**src/rtl/hilo_div_seq_pkg.sv**
```systemverilog
// Shared definitions for the HI/LO divide sequencer: FSM encodings, funct codes, hazard latency.
// Pure constants; no logic, no latency, no flow control.
// Imported by the sequencer top and the pipeline hazard unit.
package hilo_div_seq_pkg;

  typedef logic [1:0] div_state_t;

  localparam div_state_t DIV_IDLE = 2'd0;
  localparam div_state_t DIV_BUSY = 2'd1;
  localparam div_state_t DIV_DONE = 2'd2;

  localparam logic [5:0] FUNCT_DIV  = 6'h1A;
  localparam logic [5:0] FUNCT_DIVU = 6'h1B;

  localparam int DIV_WIDTH  = 32;
  // Cycles from accept to the HI/LO write strobe; the hazard unit keys off this.
  localparam int DIV_CYCLES = DIV_WIDTH + 1;

endpackage

```
**src/rtl/hilo_div_seq_if.sv**
```systemverilog
// Pipeline-to-divider bundle: EX-stage operands and control in, stall and HI/LO result out.
// Wires only; no latency.
// Backpressure is the stall signal driven by the divider.
interface hilo_div_seq_if #(
  parameter int WIDTH = 32
);
  logic             start;
  logic             is_signed;
  logic             flush;
  logic [WIDTH-1:0] dividend;
  logic [WIDTH-1:0] divisor;
  logic             stall;
  logic             result_valid;
  logic [WIDTH-1:0] lo_out;
  logic [WIDTH-1:0] hi_out;

  modport master (
    output start, is_signed, flush, dividend, divisor,
    input  stall, result_valid, lo_out, hi_out
  );

  modport slave (
    input  start, is_signed, flush, dividend, divisor,
    output stall, result_valid, lo_out, hi_out
  );
endinterface

```
**src/rtl/hilo_div_seq_div_step.sv**
```systemverilog
// One radix-2 restoring division iteration on a {rem,quo} pair.
// Purely combinational, zero latency.
// No flow control; the caller decides when to register the result.
module div_step #(
  parameter int WIDTH = 32
) (
  input  logic [WIDTH-1:0] rem,
  input  logic [WIDTH-1:0] quo,
  input  logic [WIDTH-1:0] divisor,
  output logic [WIDTH-1:0] rem_nxt,
  output logic [WIDTH-1:0] quo_nxt
);

  logic [WIDTH:0] shifted;
  logic [WIDTH:0] diff;

  // One extra bit so the trial subtract can see a borrow even when rem's MSB is set.
  assign shifted = {rem, quo[WIDTH-1]};
  assign diff    = shifted - {1'b0, divisor};

  assign rem_nxt = diff[WIDTH] ? shifted[WIDTH-1:0] : diff[WIDTH-1:0];
  assign quo_nxt = {quo[WIDTH-2:0], ~diff[WIDTH]};

endmodule

```
**src/rtl/hilo_div_seq.sv**
```systemverilog
// DIV/DIVU sequencer: latches EX operands, iterates a restoring divider, writes HI/LO once.
// Latency WIDTH+1 cycles from accept to result_valid (1 cycle for divide-by-zero).
// Backpressure: stall holds IF/ID/EX while accepting or busy; flush annuls at any point.
module hilo_div_seq
  import hilo_div_seq_pkg::*;
#(
  parameter int WIDTH = 32,
  parameter int CNT_W = 6
) (
  input  logic          clk,
  input  logic          rst,
  hilo_div_seq_if.slave div
);

  div_state_t       state;
  logic [CNT_W-1:0] cnt;
  logic [WIDTH-1:0] rem;
  logic [WIDTH-1:0] quo;
  logic [WIDTH-1:0] dvsr;
  logic             q_neg;
  logic             r_neg;

  logic [WIDTH-1:0] rem_nxt;
  logic [WIDTH-1:0] quo_nxt;
  logic [WIDTH-1:0] dvd_mag;
  logic [WIDTH-1:0] dvs_mag;
  logic             dvd_neg;
  logic             dvs_neg;
  logic             accept;
  logic             last_step;

  assign dvd_neg   = div.is_signed & div.dividend[WIDTH-1];
  assign dvs_neg   = div.is_signed & div.divisor[WIDTH-1];
  assign dvd_mag   = dvd_neg ? -div.dividend : div.dividend;
  assign dvs_mag   = dvs_neg ? -div.divisor  : div.divisor;

  assign accept    = (state == DIV_IDLE) && div.start && !div.flush;
  assign last_step = (state == DIV_BUSY) && (cnt == CNT_W'(WIDTH - 1));

  // Stall drops in DONE so the instruction retires in the same cycle HI/LO is written.
  assign div.stall        = !rst && (accept || ((state == DIV_BUSY) && !div.flush));
  assign div.result_valid = !rst && (state == DIV_DONE) && !div.flush;

  div_step #(
    .WIDTH(WIDTH)
  ) u_step (
    .rem     (rem),
    .quo     (quo),
    .divisor (dvsr),
    .rem_nxt (rem_nxt),
    .quo_nxt (quo_nxt)
  );

  always_ff @(posedge clk) begin
    if (rst) begin
      state      <= DIV_IDLE;
      cnt        <= '0;
      rem        <= '0;
      quo        <= '0;
      dvsr       <= '0;
      q_neg      <= 1'b0;
      r_neg      <= 1'b0;
      div.lo_out <= '0;
      div.hi_out <= '0;
    end else if (div.flush) begin
      state <= DIV_IDLE;
    end else begin
      case (state)
        DIV_IDLE: begin
          if (div.start) begin
            rem   <= '0;
            quo   <= dvd_mag;
            dvsr  <= dvs_mag;
            cnt   <= '0;
            q_neg <= dvd_neg ^ dvs_neg;
            r_neg <= dvd_neg;
            // Divide-by-zero skips iteration and reports the raw dividend as remainder.
            if (div.divisor == '0) begin
              state      <= DIV_DONE;
              div.lo_out <= '1;
              div.hi_out <= div.dividend;
            end else begin
              state <= DIV_BUSY;
            end
          end
        end
        DIV_BUSY: begin
          rem <= rem_nxt;
          quo <= quo_nxt;
          cnt <= cnt + 1'b1;
          if (last_step) begin
            state      <= DIV_DONE;
            div.lo_out <= q_neg ? -quo_nxt : quo_nxt;
            div.hi_out <= r_neg ? -rem_nxt : rem_nxt;
          end
        end
        DIV_DONE: state <= DIV_IDLE;
        default:  state <= DIV_IDLE;
      endcase
    end
  end

endmodule

```
**src/flat_wrapper.sv**
```systemverilog
// flat-port wrapper written by rule: the top's interface ports become plain ports
module hilo_div_seq_flat import hilo_div_seq_pkg::*;
#(
  parameter int WIDTH = 32,
  parameter int CNT_W = 6
)
  (clk, rst, div_start, div_is_signed, div_flush, div_dividend, div_divisor, div_stall, div_result_valid, div_lo_out, div_hi_out);
  hilo_div_seq_if #(.WIDTH(WIDTH)) div_i ();
  input  logic clk;
  input  logic rst;
  input wire logic [$bits(div_i.start)-1:0] div_start;
  input wire logic [$bits(div_i.is_signed)-1:0] div_is_signed;
  input wire logic [$bits(div_i.flush)-1:0] div_flush;
  input wire logic [$bits(div_i.dividend)-1:0] div_dividend;
  input wire logic [$bits(div_i.divisor)-1:0] div_divisor;
  output wire logic [$bits(div_i.stall)-1:0] div_stall;
  output wire logic [$bits(div_i.result_valid)-1:0] div_result_valid;
  output wire logic [$bits(div_i.lo_out)-1:0] div_lo_out;
  output wire logic [$bits(div_i.hi_out)-1:0] div_hi_out;
  assign div_i.start = div_start;
  assign div_i.is_signed = div_is_signed;
  assign div_i.flush = div_flush;
  assign div_i.dividend = div_dividend;
  assign div_i.divisor = div_divisor;
  assign div_stall = div_i.stall;
  assign div_result_valid = div_i.result_valid;
  assign div_lo_out = div_i.lo_out;
  assign div_hi_out = div_i.hi_out;
  hilo_div_seq #(.WIDTH(WIDTH), .CNT_W(CNT_W)) u_core (.clk(clk), .rst(rst), .div(div_i));
endmodule
```
**config.mk**
```make
export PLATFORM = sky130hd
export DESIGN_NAME = hilo_div_seq_flat
export DESIGN_NICKNAME = d
export VERILOG_FILES = /design/src/rtl/hilo_div_seq_pkg.sv /design/src/rtl/hilo_div_seq_if.sv /design/src/rtl/hilo_div_seq_div_step.sv /design/src/rtl/hilo_div_seq.sv /design/src/flat_wrapper.sv
export SDC_FILE = /design/constraint.sdc
export NUM_CORES = 1
export LEC_CHECK = 0
export ABC_AREA = 1
export ABC_CLOCK_PERIOD_IN_PS = 6000
export BUFFER_PORTS_ARGS = -buffer_cell sky130_fd_sc_hd__buf_4
export CAP_MARGIN = 20
export CORE_MARGIN = 3
export CORE_UTILIZATION = 50
export DETAILED_ROUTE_END_ITERATION = 7
export HOLD_SLACK_MARGIN = 0.05
export PLACE_DENSITY_LB_ADDON = 0.08
export SLEW_MARGIN = 20
export SYNTH_ARGS = -nofsm -noshare
export SYNTH_HDL_FRONTEND = slang
export SYNTH_SLANG_ARGS = --single-unit
```
**constraint.sdc**
```tcl
create_clock -name clk -period 6 [get_ports clk]
set_input_delay 0.3 -clock clk [delete_from_list [all_inputs] [get_ports clk]]
set_output_delay 0.3 -clock clk [all_outputs]
set_load 0.01 [all_outputs]
```
# Word level (Yosys, flattened, before mapping)
# Cells that the tools add are included.
# totals
reg_bits	170
in_bits	69
output_inout_bits	66
wordCells	67
# op_classes
n_addsub	6
eq_ne	6
muxes	23
n_bitwise	5
reduce_logical	18
# op_table
cell	n
$mux 32	13
$pmux 32 s2	4
$neg 32->32	4
$sub 33x32->33	1
$logic_not 32->1	1
$pmux 6 s2	1
$logic_and 1x1->1	7
$add 6x1->6 const B	1
$eq 6x5->1 const B	1
$mux 2	3
$mux 6	1
$reduce_and 3->1	2
$reduce_and 5->1	1
$ne 2x2->1 const B	2
$pmux 2 s2	1
$and 1x1->1	2
$eq 2x1->1 const B	1
$eq 2x2->1 const B	1
$logic_not 1->1	2
$logic_not 2->1	1
$ne 2x1->1 const B	1
$not 1->1	2
$reduce_and 2->1	1
$reduce_bool 2->1	1
other kinds (3)	3

# Longest topological paths before layout
# Gate-level depths: netlist (run 1).
# depth
word_depth	6
ltp_mapped	31
depth_no_buf	29

# By module
# Synthesis (run 1) repeated with hierarchy kept, for this count alone.
# unflattened
cells_unflattened	2511
hier_area_um2	13988.4
# by_module_without_submodules
module	n_inst	cells_per_inst	area_each_um2	seq_area_each_um2
hilo_div_seq	1	1800	10605.2	3403.3
div_step	1	711	3383.2	0.0

# Worst setup path before layout (run 1)
# Ideal clock, no wire load.
# synth_timing
path_type	register to register
from	register u_core.quo[31]
to	register u_core.div.lo_out[28]
setup_ps	70
arrival_time_ps	4123
t_required_ps	5930
slack_ps	1808
path_stages_with_launch	28
n_path_buf	2
synth_period_minus_slack_ps	4192
cell_sequence	dfxtp_1 inv_1 ha_1 fa_1 inv_1 nand2_1 nand2_1 nand3_1 nand2_2 nand2_2 nand2_2 nand2_4 nand2_2 nand2_2 nand2_4 buf_2 buf_1 ha_1 nand3_1 nor3_1 nand3_1 nor3_1 nand3_1 o41ai_1 o21ai_0 o21ai_0 a21oi_1 a21oi_1
# synth_via
elab_chain_len	6
# synth_lines
item	line_no	source
start: declaration	hilo_div_seq.sv:18	logic [WIDTH-1:0] quo;
start signal: assignment	hilo_div_seq.sv:72	quo <= dvd_mag;
start signal: assignment	hilo_div_seq.sv:89	quo <= quo_nxt;
$sub 33x32->33	hilo_div_seq_div_step.sv:19	assign diff = shifted - {1'b0, divisor};
$not 1->1	hilo_div_seq_div_step.sv:22	assign quo_nxt = {quo[WIDTH-2:0], ~diff[WIDTH]};
$neg 32->32	hilo_div_seq.sv:93	div.lo_out <= q_neg ? -quo_nxt : quo_nxt;
$mux 32	hilo_div_seq.sv:93	
$mux 32	hilo_div_seq.sv:91	if (last_step) begin
$pmux 32 s2	hilo_div_seq.sv:68	case (state)
end signal: assignment	hilo_div_seq.sv:93	
end: declaration	hilo_div_seq_if.sv:24	output stall, result_valid, lo_out, hi_out
# No other way between the ends. The select of a mux whose other input is x is not followed.
# A chain may end at the register's enable or synchronous reset.

# Worst setup path in the final report (run 1)
# layout_timing
from	register u_core.quo[31]
to	register u_core.div.lo_out[30]
# The elaborated chain is that of the path after synthesis.

==> results.md, run 1 <==
- Tightest Pin Transition: 0.989 ns
- Slew Viols, Final: 0
- Synthesized area: 13000 µm²
- Worst setup SP type: flop
- Crit path kind: reg2reg
- Finished Core Util: 58.2%
- Place WS: 1.22 ns
- Worst relative slew slack: 34.1%
- Post-synth EDFFs: 0
- Crit-path max FO: 43
- H-tree depth: 4
- Core region area: 25400 µm²
- DIE WIDTH: 167 µm
- # Max-Cap Violations: 0
- PostCTS Resize Cnt: 0
- Total power: 4.10 mW
- DR vias: 14600
- Initial Util: 51.3%
- Post-route setup slack: 1.13 ns
- Routability cong.: 0.959
- Total iterations of the first detailed-routing run: 6
- Initial antenna violation count: 3
- YS warnings: 0
- First-pass GRT wire length: 71900 µm
- FILL cells: 2634
- Pwr/cell area: 277 nW/µm²
- # clock sinks: 170
- Fin crit share: 81.1%
- DP Wirelength: 35000 µm
- Pleak: 7.20 nW
- Synthesized instance count: 2149
- Die Ht: 167 µm
- Drt drc: 0
- Final ANT Viol Nets: 0
- Worst setup EP type: flop
- Post-Syn Nets: 2256
- Register area share after synthesis: 26.1%
- Antenna cell count: 0
- Layout cells sized above 1: 13.1%
- RSZ-0062 raised after global routing: false
- Synth cell types: 55
- Drt via density: 5.65
- Total gr overflow: 0
- Most frequent cells in the layout: nand2_1, inv_1, nor2_1
- Synthesis-stage register bit count: 170
- Final worst path period need: 4.87 ns
- Asr flop ratio synth: 0%
- Largest net degree at the start of global routing: 79
- Worst hold-check path type: in2reg
- Slowest stage delay, CP: 0.52 ns
- Commonest non-fill, non-tap cell in the layout: nand2_1
- Finished Layout Cells: 2580
- CTS Root Cell: clkbuf_16
- WP data arrival: 5.25 ns
- Worst vdd ir: 172 µV
- Final setup TNS: 0 ns
- Clock slew at reported path FFs: 0.08 ns
- Rows: 58
- Placed Cells: 2548
- # nets final: 2344
- Clk buf depth: 2
- CTS Buf Count: 17
- Vias in the first global route: 12900
- Routed WL: 46100 µm
- Fin. Hold Viols: 0
- Slowest CP cell: nor3_1
- Final Cell Area: 14800 µm²
- Post-CTS setup buffer count: 0
- Main synth FF type: dfxtp_1
- Area grow syn2layout: 13.6%
- Number of top-level pins: 135
- Placed Instance Area: 14200 µm²
- Max Clock Skew: 0.0201 ns
- Initial DRC count: 1773
- Final setup vio count: 0
- Skew-Pair Late Insertion Delay: 0.45 ns
- Status: completed
- Hold Slack: 0.130 ns
- Syn Area/Cell: 6.06 µm²
- Peak Freq: 0.205 GHz
- CP required: 6.38 ns
- Hold_buf cts: 0
- CTS tree: yes
- IO Port Bufs: 134
- Die area: 28000 µm²
- Per-cell routed wire length: 17.9 µm
- Total GRT Usage: 32.1%
==> cell usage after synthesis, types with 27 or more instances <==
cell        n  area (µm²)
nand2_1   597        2240
inv_1     297        1110
nor2_1    183         687
dfxtp_1   170        3400
a21oi_1   156         781
nand3_1   150         751
o21ai_0   131         656
clkbuf_1   56         210
ha_1       37         463
nand2_2    34         213
a31oi_1    27         169
nor3_1     27         135
==> kinds of logic after synthesis <==
group,synth area share [%]
AO/OA/AOI/OAI,19.3
XOR/XNOR,2.22
adder cells (fa/ha/maj),3.71
buffers and inverters,11.9
flip-flops,26.1
AND/OR/NAND/NOR,36.8
==> sequential cells by signal (all words and copies together), names as in the netlist <==
register,count
u_core.q_neg,1
u_core.state,2
u_core.div.lo_out,32
u_core.div.hi_out,32
u_core.r_neg,1
u_core.rem,32
u_core.quo,32
u_core.dvsr,32
u_core.cnt,6
==> worst paths after layout <==
kind	start	endpoint	slack [ns]	depth (start not counted)
setup reg to reg	u_core.quo[31]	u_core.div.lo_out[30]	1.13	29
setup / recovery	u_core.quo[31]	u_core.div.lo_out[30]	1.13	29
hold / removal	div_divisor[31]	u_core.q_neg	0.13	2
hold reg to reg	u_core.div.lo_out[27]	u_core.div.lo_out[27]	0.47	2
==> cell type report <==
| cell class | count | area (µm²) | area share, % |
|---|---|---|---|
| multi-input combinational | 1590 | 8090 | 54.7 |
| sequential | 170 | 3400 | 23.0 |
| inverter | 307 | 1150 | 7.80 |
| timing repair buffer | 151 | 1140 | 7.72 |
| clock buffer | 18 | 439 | 2.97 |
| tap | 330 | 413 | 2.79 |
| clock inverter | 14 | 141 | 0.956 |
==> metal layers <==
layer  track usage (%)  part of all wire [%]  up-vias  routed length, µm
li1                  -                     -     7190                  -
met1              47.7                    46     6695              21300
met2              47.2                    42      627              19200
met3              6.73                   9.8       69               4500
met4              8.61                   2.3        0               1040
met5                 0                     0        -                  0
==> where the power goes <==
| group | switching, mW | internal, mW | total (mW) |
|---|---|---|---|
| sequential | 0.0476 | 1.19 | 1.23 |
| combinational | 1.21 | 0.523 | 1.73 |
| clock | 0.565 | 0.569 | 1.13 |
| total | 1.82 | 2.28 | 4.10 |
==> worst max-delay path, delay by kind of cell (launching register included) <==
family	cells	cell delay [ns]
compound gates	3	0.41
buf+inv	3	0.24
fa+ha+maj	3	0.84
simple gates	20	2.94
flops	1	0.37
(Power assumes the default switching activity.)
==> inputs of run 2 (changes only) <==
Settings changed: ABC_CLOCK_PERIOD_IN_PS 6000 to 5010.
Clock period 6 ns to 5.01 ns, I/O delays scaled along.
==> results.md, run 2 (synthesized netlist as in run 1, its figures left out) <==
- CP required: 5.39 ns (-0.99 ns)
- Peak Freq: 0.229 GHz (+11%)
- Antenna cell count: 0 (unchanged)
- Fin crit share: 87.3% (+6.1 points)
- Final worst path period need: 4.37 ns (-0.497 ns)
- Final Cell Area: 14800 µm² (about the same)
- Routability cong.: 0.972 (+1.3%)
- Placed Instance Area: 14200 µm² (about the same)
- Crit path kind: reg2reg
- Commonest non-fill, non-tap cell in the layout: nand2_1
- Initial antenna violation count: 0 (-3)
- Status: completed
- Kind of cell adding the most delay to the critical path: simple AND/OR/NAND/NOR gates
- DIE WIDTH: 167 µm (unchanged)
- Final ANT Viol Nets: 0 (unchanged)
- Max Clock Skew: 0.0193 ns (-0.000873 ns)
- RSZ-0062 raised after global routing: false
- Drt drc: 0 (unchanged)
- Rows: 58 (unchanged)
- First-pass GRT wire length: 72100 µm (+0.38%)
- CTS Root Cell: clkbuf_16
- Fin. Hold Viols: 0 (unchanged)
- Largest net degree at the start of global routing: 79 (unchanged)
- Die Ht: 167 µm (unchanged)
- DP Wirelength: 35000 µm (about the same)
- Multi-input logic area: 8100 µm² (about the same)
- Total gr overflow: 0 (unchanged)
- FILL cells: 2539 (-3.6%)
- Skew-Pair Late Insertion Delay: 0.45 ns (about the same)
- Worst setup SP type: flop
- Initial DRC count: 1585 (-11%)
- Core region area: 25400 µm² (unchanged)
- Routed WL: 46100 µm (about the same)
- # nets final: 2343 (-0.043%)
- Final setup TNS: 0 ns (unchanged)
- # clock sinks: 170 (unchanged)
- Total GRT Usage: 32.1% (-0.074 points)
- Die area: 28000 µm² (unchanged)
- Total iterations of the first detailed-routing run: 6 (unchanged)
- Slew Viols, Final: 0 (unchanged)
- Area grow syn2layout: 13.6% (about the same)
- Tightest Pin Transition: 0.991 ns (+0.00209 ns)
- Layout cells sized above 1: 13.1% (about the same)
- Hold_buf cts: 0 (unchanged)
- Post-CTS setup buffer count: 0 (unchanged)
- IO Port Bufs: 134 (unchanged)
- Worst hold-check path type: in2reg
- Crit-path max FO: 5 (-88%)
- Worst relative slew slack: 33.9% (-0.14 points)
- CTS Buf Count: 17 (unchanged)
- Most frequent cells in the layout: nand2_1, inv_1, nor2_1
- Drt via density: 5.69 (+0.75%)
- Pleak: 7.19 nW (about the same)
- Worst vdd ir: 245 µV (+43%)
- Vias in the first global route: 13100 (+1.2%)
- Clk buf depth: 2 (unchanged)
- Final setup vio count: 0 (unchanged)
- WP data arrival: 4.75 ns (-0.50 ns)
- CTS tree: yes
- H-tree depth: 4 (unchanged)
- Slowest CP cell: fa_1
- Sequential cell area: 3400 µm² (unchanged)
- DR vias: 14700 (+0.71%)
- # Max-Cap Violations: 0 (unchanged)
- Slowest stage delay, CP: 0.39 ns (-0.13 ns)
- Per-cell routed wire length: 17.9 µm (about the same)
- Buf/Inv on CP: 3 (unchanged)
- Pwr/cell area: 333 nW/µm² (+20%)
- Worst setup EP type: flop
- Clock slew at reported path FFs: 0.08 ns (about the same)
- Initial Util: 51.3% (unchanged)
- Number of top-level pins: 135 (unchanged)
run 2: path summary, 6_finish.rpt:
path	from	endpoint	slack [ns]	cells after the start
max	u_core.quo[31]	u_core.div.lo_out[30]	0.64	29
min	div_divisor[31]	u_core.q_neg	0.08	2
max reg2reg	u_core.quo[31]	u_core.div.lo_out[30]	0.64	29
min reg2reg	u_core.div.lo_out[25]	u_core.div.lo_out[25]	0.47	2
run 2: per-stage QoR:
step	cells	power, mW	hold slack [ns]	setup slack [ns]	utilization, %
finish	2579	4.92	0.0848	0.638	58.2
global placement	2547	3.51	0.452	0.741	55.9
floorplan	2149	2.96	0.404	0.818	-
CTS	2579	4.87	0.0744	0.587	58.2
detailed placement	2547	3.52	0.460	0.616	55.9
global route	2579	5.21	0.0798	0.224	58.2
run 2: what timing repair did:
action | 4_1_cts | 5_1_grt
gates resized for setup | 0 | 1
endpoints found under the hold margin | 0 | 0
endpoints found under the setup margin | 0 | 1
run 2: report_power, final:
| group | total, mW | internal, mW | switching (mW) |
|---|---|---|---|
| combinational | 2.08 | 0.628 | 1.45 |
| sequential | 1.48 | 1.42 | 0.0579 |
| clock | 1.36 | 0.680 | 0.684 |
| total | 4.92 | 2.73 | 2.19 |
run 2: layer usage:
layer | track usage, % | up-vias | wire length [µm] | part of all wire [%]
met1 | 48.8 | 6754 | 21600 | 47
met2 | 47.8 | 682 | 19300 | 42
met3 | 4.84 | 61 | 4250 | 9.2
li1 | - | 7187 | - | -
met4 | 7.11 | 0 | 849 | 1.8
met5 | 0 | - | 0 | 0
run 2: cell type report:
type / count / share of cell area (%)
Clock buffer: 18 / 2.97
Clock inverter: 14 / 0.998
Inverter: 307 / 7.79
Multi-Input combinational cell: 1590 / 54.7
Sequential cell: 170 / 23.0
Tap cell: 330 / 2.79
Timing Repair Buffer: 150 / 7.70
==> inputs of run 3 (changes only) <==
Settings changed: BUFFER_PORTS_ARGS -buffer_cell sky130_fd_sc_hd__buf_4 to -buffer_cell sky130_fd_sc_hd__buf_2, SLEW_MARGIN 20 to default.
==> results.md, run 3 (synthesized netlist as in run 1, its figures left out) <==
- Hold_buf cts: 0 (unchanged)
- Crit path kind: reg2reg
- Final setup TNS: 0 ns (unchanged)
- # Max-Cap Violations: 0 (unchanged)
- Pleak: 7.16 nW (-0.36%)
- Total iterations of the first detailed-routing run: 6 (unchanged)
- CTS tree: yes
- Initial Util: 51.3% (unchanged)
- Tightest Pin Transition: 0.951 ns (-0.0402 ns)
- WP data arrival: 4.73 ns (-0.02 ns)
- Die area: 28000 µm² (unchanged)
- Slowest CP cell: fa_1
- Initial antenna violation count: 1 (+1)
- DIE WIDTH: 167 µm (unchanged)
- Drt via density: 5.59 (-1.8%)
- Core region area: 25400 µm² (unchanged)
- Routability cong.: 0.977 (+0.58%)
- Commonest non-fill, non-tap cell in the layout: nand2_1
- Total GRT Usage: 31.8% (-0.26 points)
- Crit-path max FO: 5 (unchanged)
- Initial DRC count: 1679 (+5.9%)
- Number of top-level pins: 135 (unchanged)
- Placed Cells: 2551 (+0.16%)
- RSZ-0062 raised after global routing: false
- Final setup vio count: 0 (unchanged)
- Routed WL: 45800 µm (-0.54%)
- # clock sinks: 170 (unchanged)
- Worst setup SP type: flop
- Rows: 58 (unchanged)
- Area grow syn2layout: 11.3%
- Final ANT Viol Nets: 0 (unchanged)
- Worst hold-check path type: in2reg
- Slew Viols, Final: 0 (unchanged)
- Comb pwr share: 42.1% (about the same)
- Antenna cell count: 0 (unchanged)
- Clock power frac: 27.7% (about the same)
- Worst vdd ir: 314 µV (+28%)
- Max Clock Skew: 0.0175 ns (-0.00178 ns)
- Clk buf depth: 2 (unchanged)
- IO Port Bufs: 134 (unchanged)
- Internal Pwr Total: 2.70 mW (-1.1%)
- Finished Layout Cells: 2583 (+0.16%)
- Slowest stage delay, CP: 0.39 ns (about the same)
- Largest net degree at the start of global routing: 77 (-2.5%)
- CTS Buf Count: 17 (unchanged)
- Pwr/cell area: 338 nW/µm² (+1.7%)
- Most frequent cells in the layout: nand2_1, inv_1, nor2_1
- Drt drc: 0 (unchanged)
- First-pass GRT wire length: 71300 µm (-1.2%)
- CTS Root Cell: clkbuf_16
- Sw Pwr: 2.20 mW (+0.47%)
- Kind of cell adding the most delay to the critical path: simple AND/OR/NAND/NOR gates
- CP required: 5.38 ns (about the same)
- Clock slew at reported path FFs: 0.08 ns (about the same)
- Sequential power share: 30.2% (about the same)
- Worst setup EP type: flop
- H-tree depth: 4 (unchanged)
- Status: completed
- Peak Freq: 0.229 GHz (+0.32%)
- Worst relative slew slack: 36.6% (+2.7 points)
- DP Wirelength: 35200 µm (+0.45%)
- Total gr overflow: 0 (unchanged)
- Fin. Hold Viols: 0 (unchanged)
- Die Ht: 167 µm (unchanged)
- Per-cell routed wire length: 17.7 µm (-0.69%)
- Fin crit share: 87.0% (-0.28 points)
- Vias in the first global route: 12900 (-1.3%)
- Buf/Inv on CP: 3 (unchanged)
- DR vias: 14400 (-1.6%)
- Switching share of total power: 44.9% (+0.38 points)
- Final worst path period need: 4.36 ns (-0.0141 ns)
- Post-CTS setup buffer count: 0 (unchanged)
- Skew-Pair Late Insertion Delay: 0.44 ns (about the same)
- Layout cells sized above 1: 13.3% (+0.20 points)
- # nets final: 2347 (+0.17%)
## run 3: cell count changes in the layout (fill, tap and decap cells not counted), moves of 2 or more
cell / delta
buf_2: +134
buf_4: -129
clkinv_4: +2
clkinv_8: +2
inv_6: -3
## run 3: worst paths after layout
path	startpoint	endpoint	slack [ns]	cells after the start
worst max-delay path	u_core.quo[31]	u_core.div.lo_out[30]	0.65	29
worst min-delay path	rst	u_core.rem[26]	0.09	2
worst max register to register	u_core.quo[31]	u_core.div.lo_out[30]	0.65	29
worst min register to register	u_core.div.lo_out[3]	u_core.div.lo_out[3]	0.47	2
## run 3: metal layers
metal	vias up	track usage [%]	share of wire (%)	routed length (µm)
met1	6548	46.6	47	21600
met3	68	7.44	9.2	4200
met4	2	9.07	2.5	1170
li1	7195	-	-	-
met5	-	0	0.026	12
met2	629	46.7	41	18900
## run 3: power by group through the flow
stage | combinational [mW] | clock, mW | sequential, mW
after CTS | 2.01 | 1.38 | 1.48
final | 2.06 | 1.36 | 1.48
after global routing | 2.28 | 1.42 | 1.49
after floorplan | 1.46 | 0 | 1.50
after detailed placement | 1.99 | 0 | 1.51
after global placement | 1.98 | 0 | 1.51
## run 3: final cells by class
type | instances | area [µm²]
Clock inverter | 15 | 175
Clock buffer | 17 | 425
Sequential cell | 170 | 3400
Fill cell | 2657 | 10900
Inverter | 307 | 1150
Timing Repair Buffer | 154 | 821
Tap cell | 330 | 413
Multi-Input combinational cell | 1590 | 8100
## run 3: repair_timing
item                       in CTS  in global routing
hold endpoints to repair        0                  0
resized for setup               0                  1
setup endpoints to repair       0                  2
## run 3: per-stage QoR
stage                     setup WS (ns)  util, %  cell area [µm²]  hold WS, ns  power [mW]
final                             0.653     57.0            14500       0.0862        4.90
after global routing              0.116     57.0            14500       0.0764        5.19
after CTS                         0.546     57.0            14500       0.0694        4.86
after detailed placement          0.555     54.7            13900        0.453        3.50
after global placement            0.772     54.7            13900        0.452        3.49
after floorplan                   0.818        -            13000        0.404        2.96
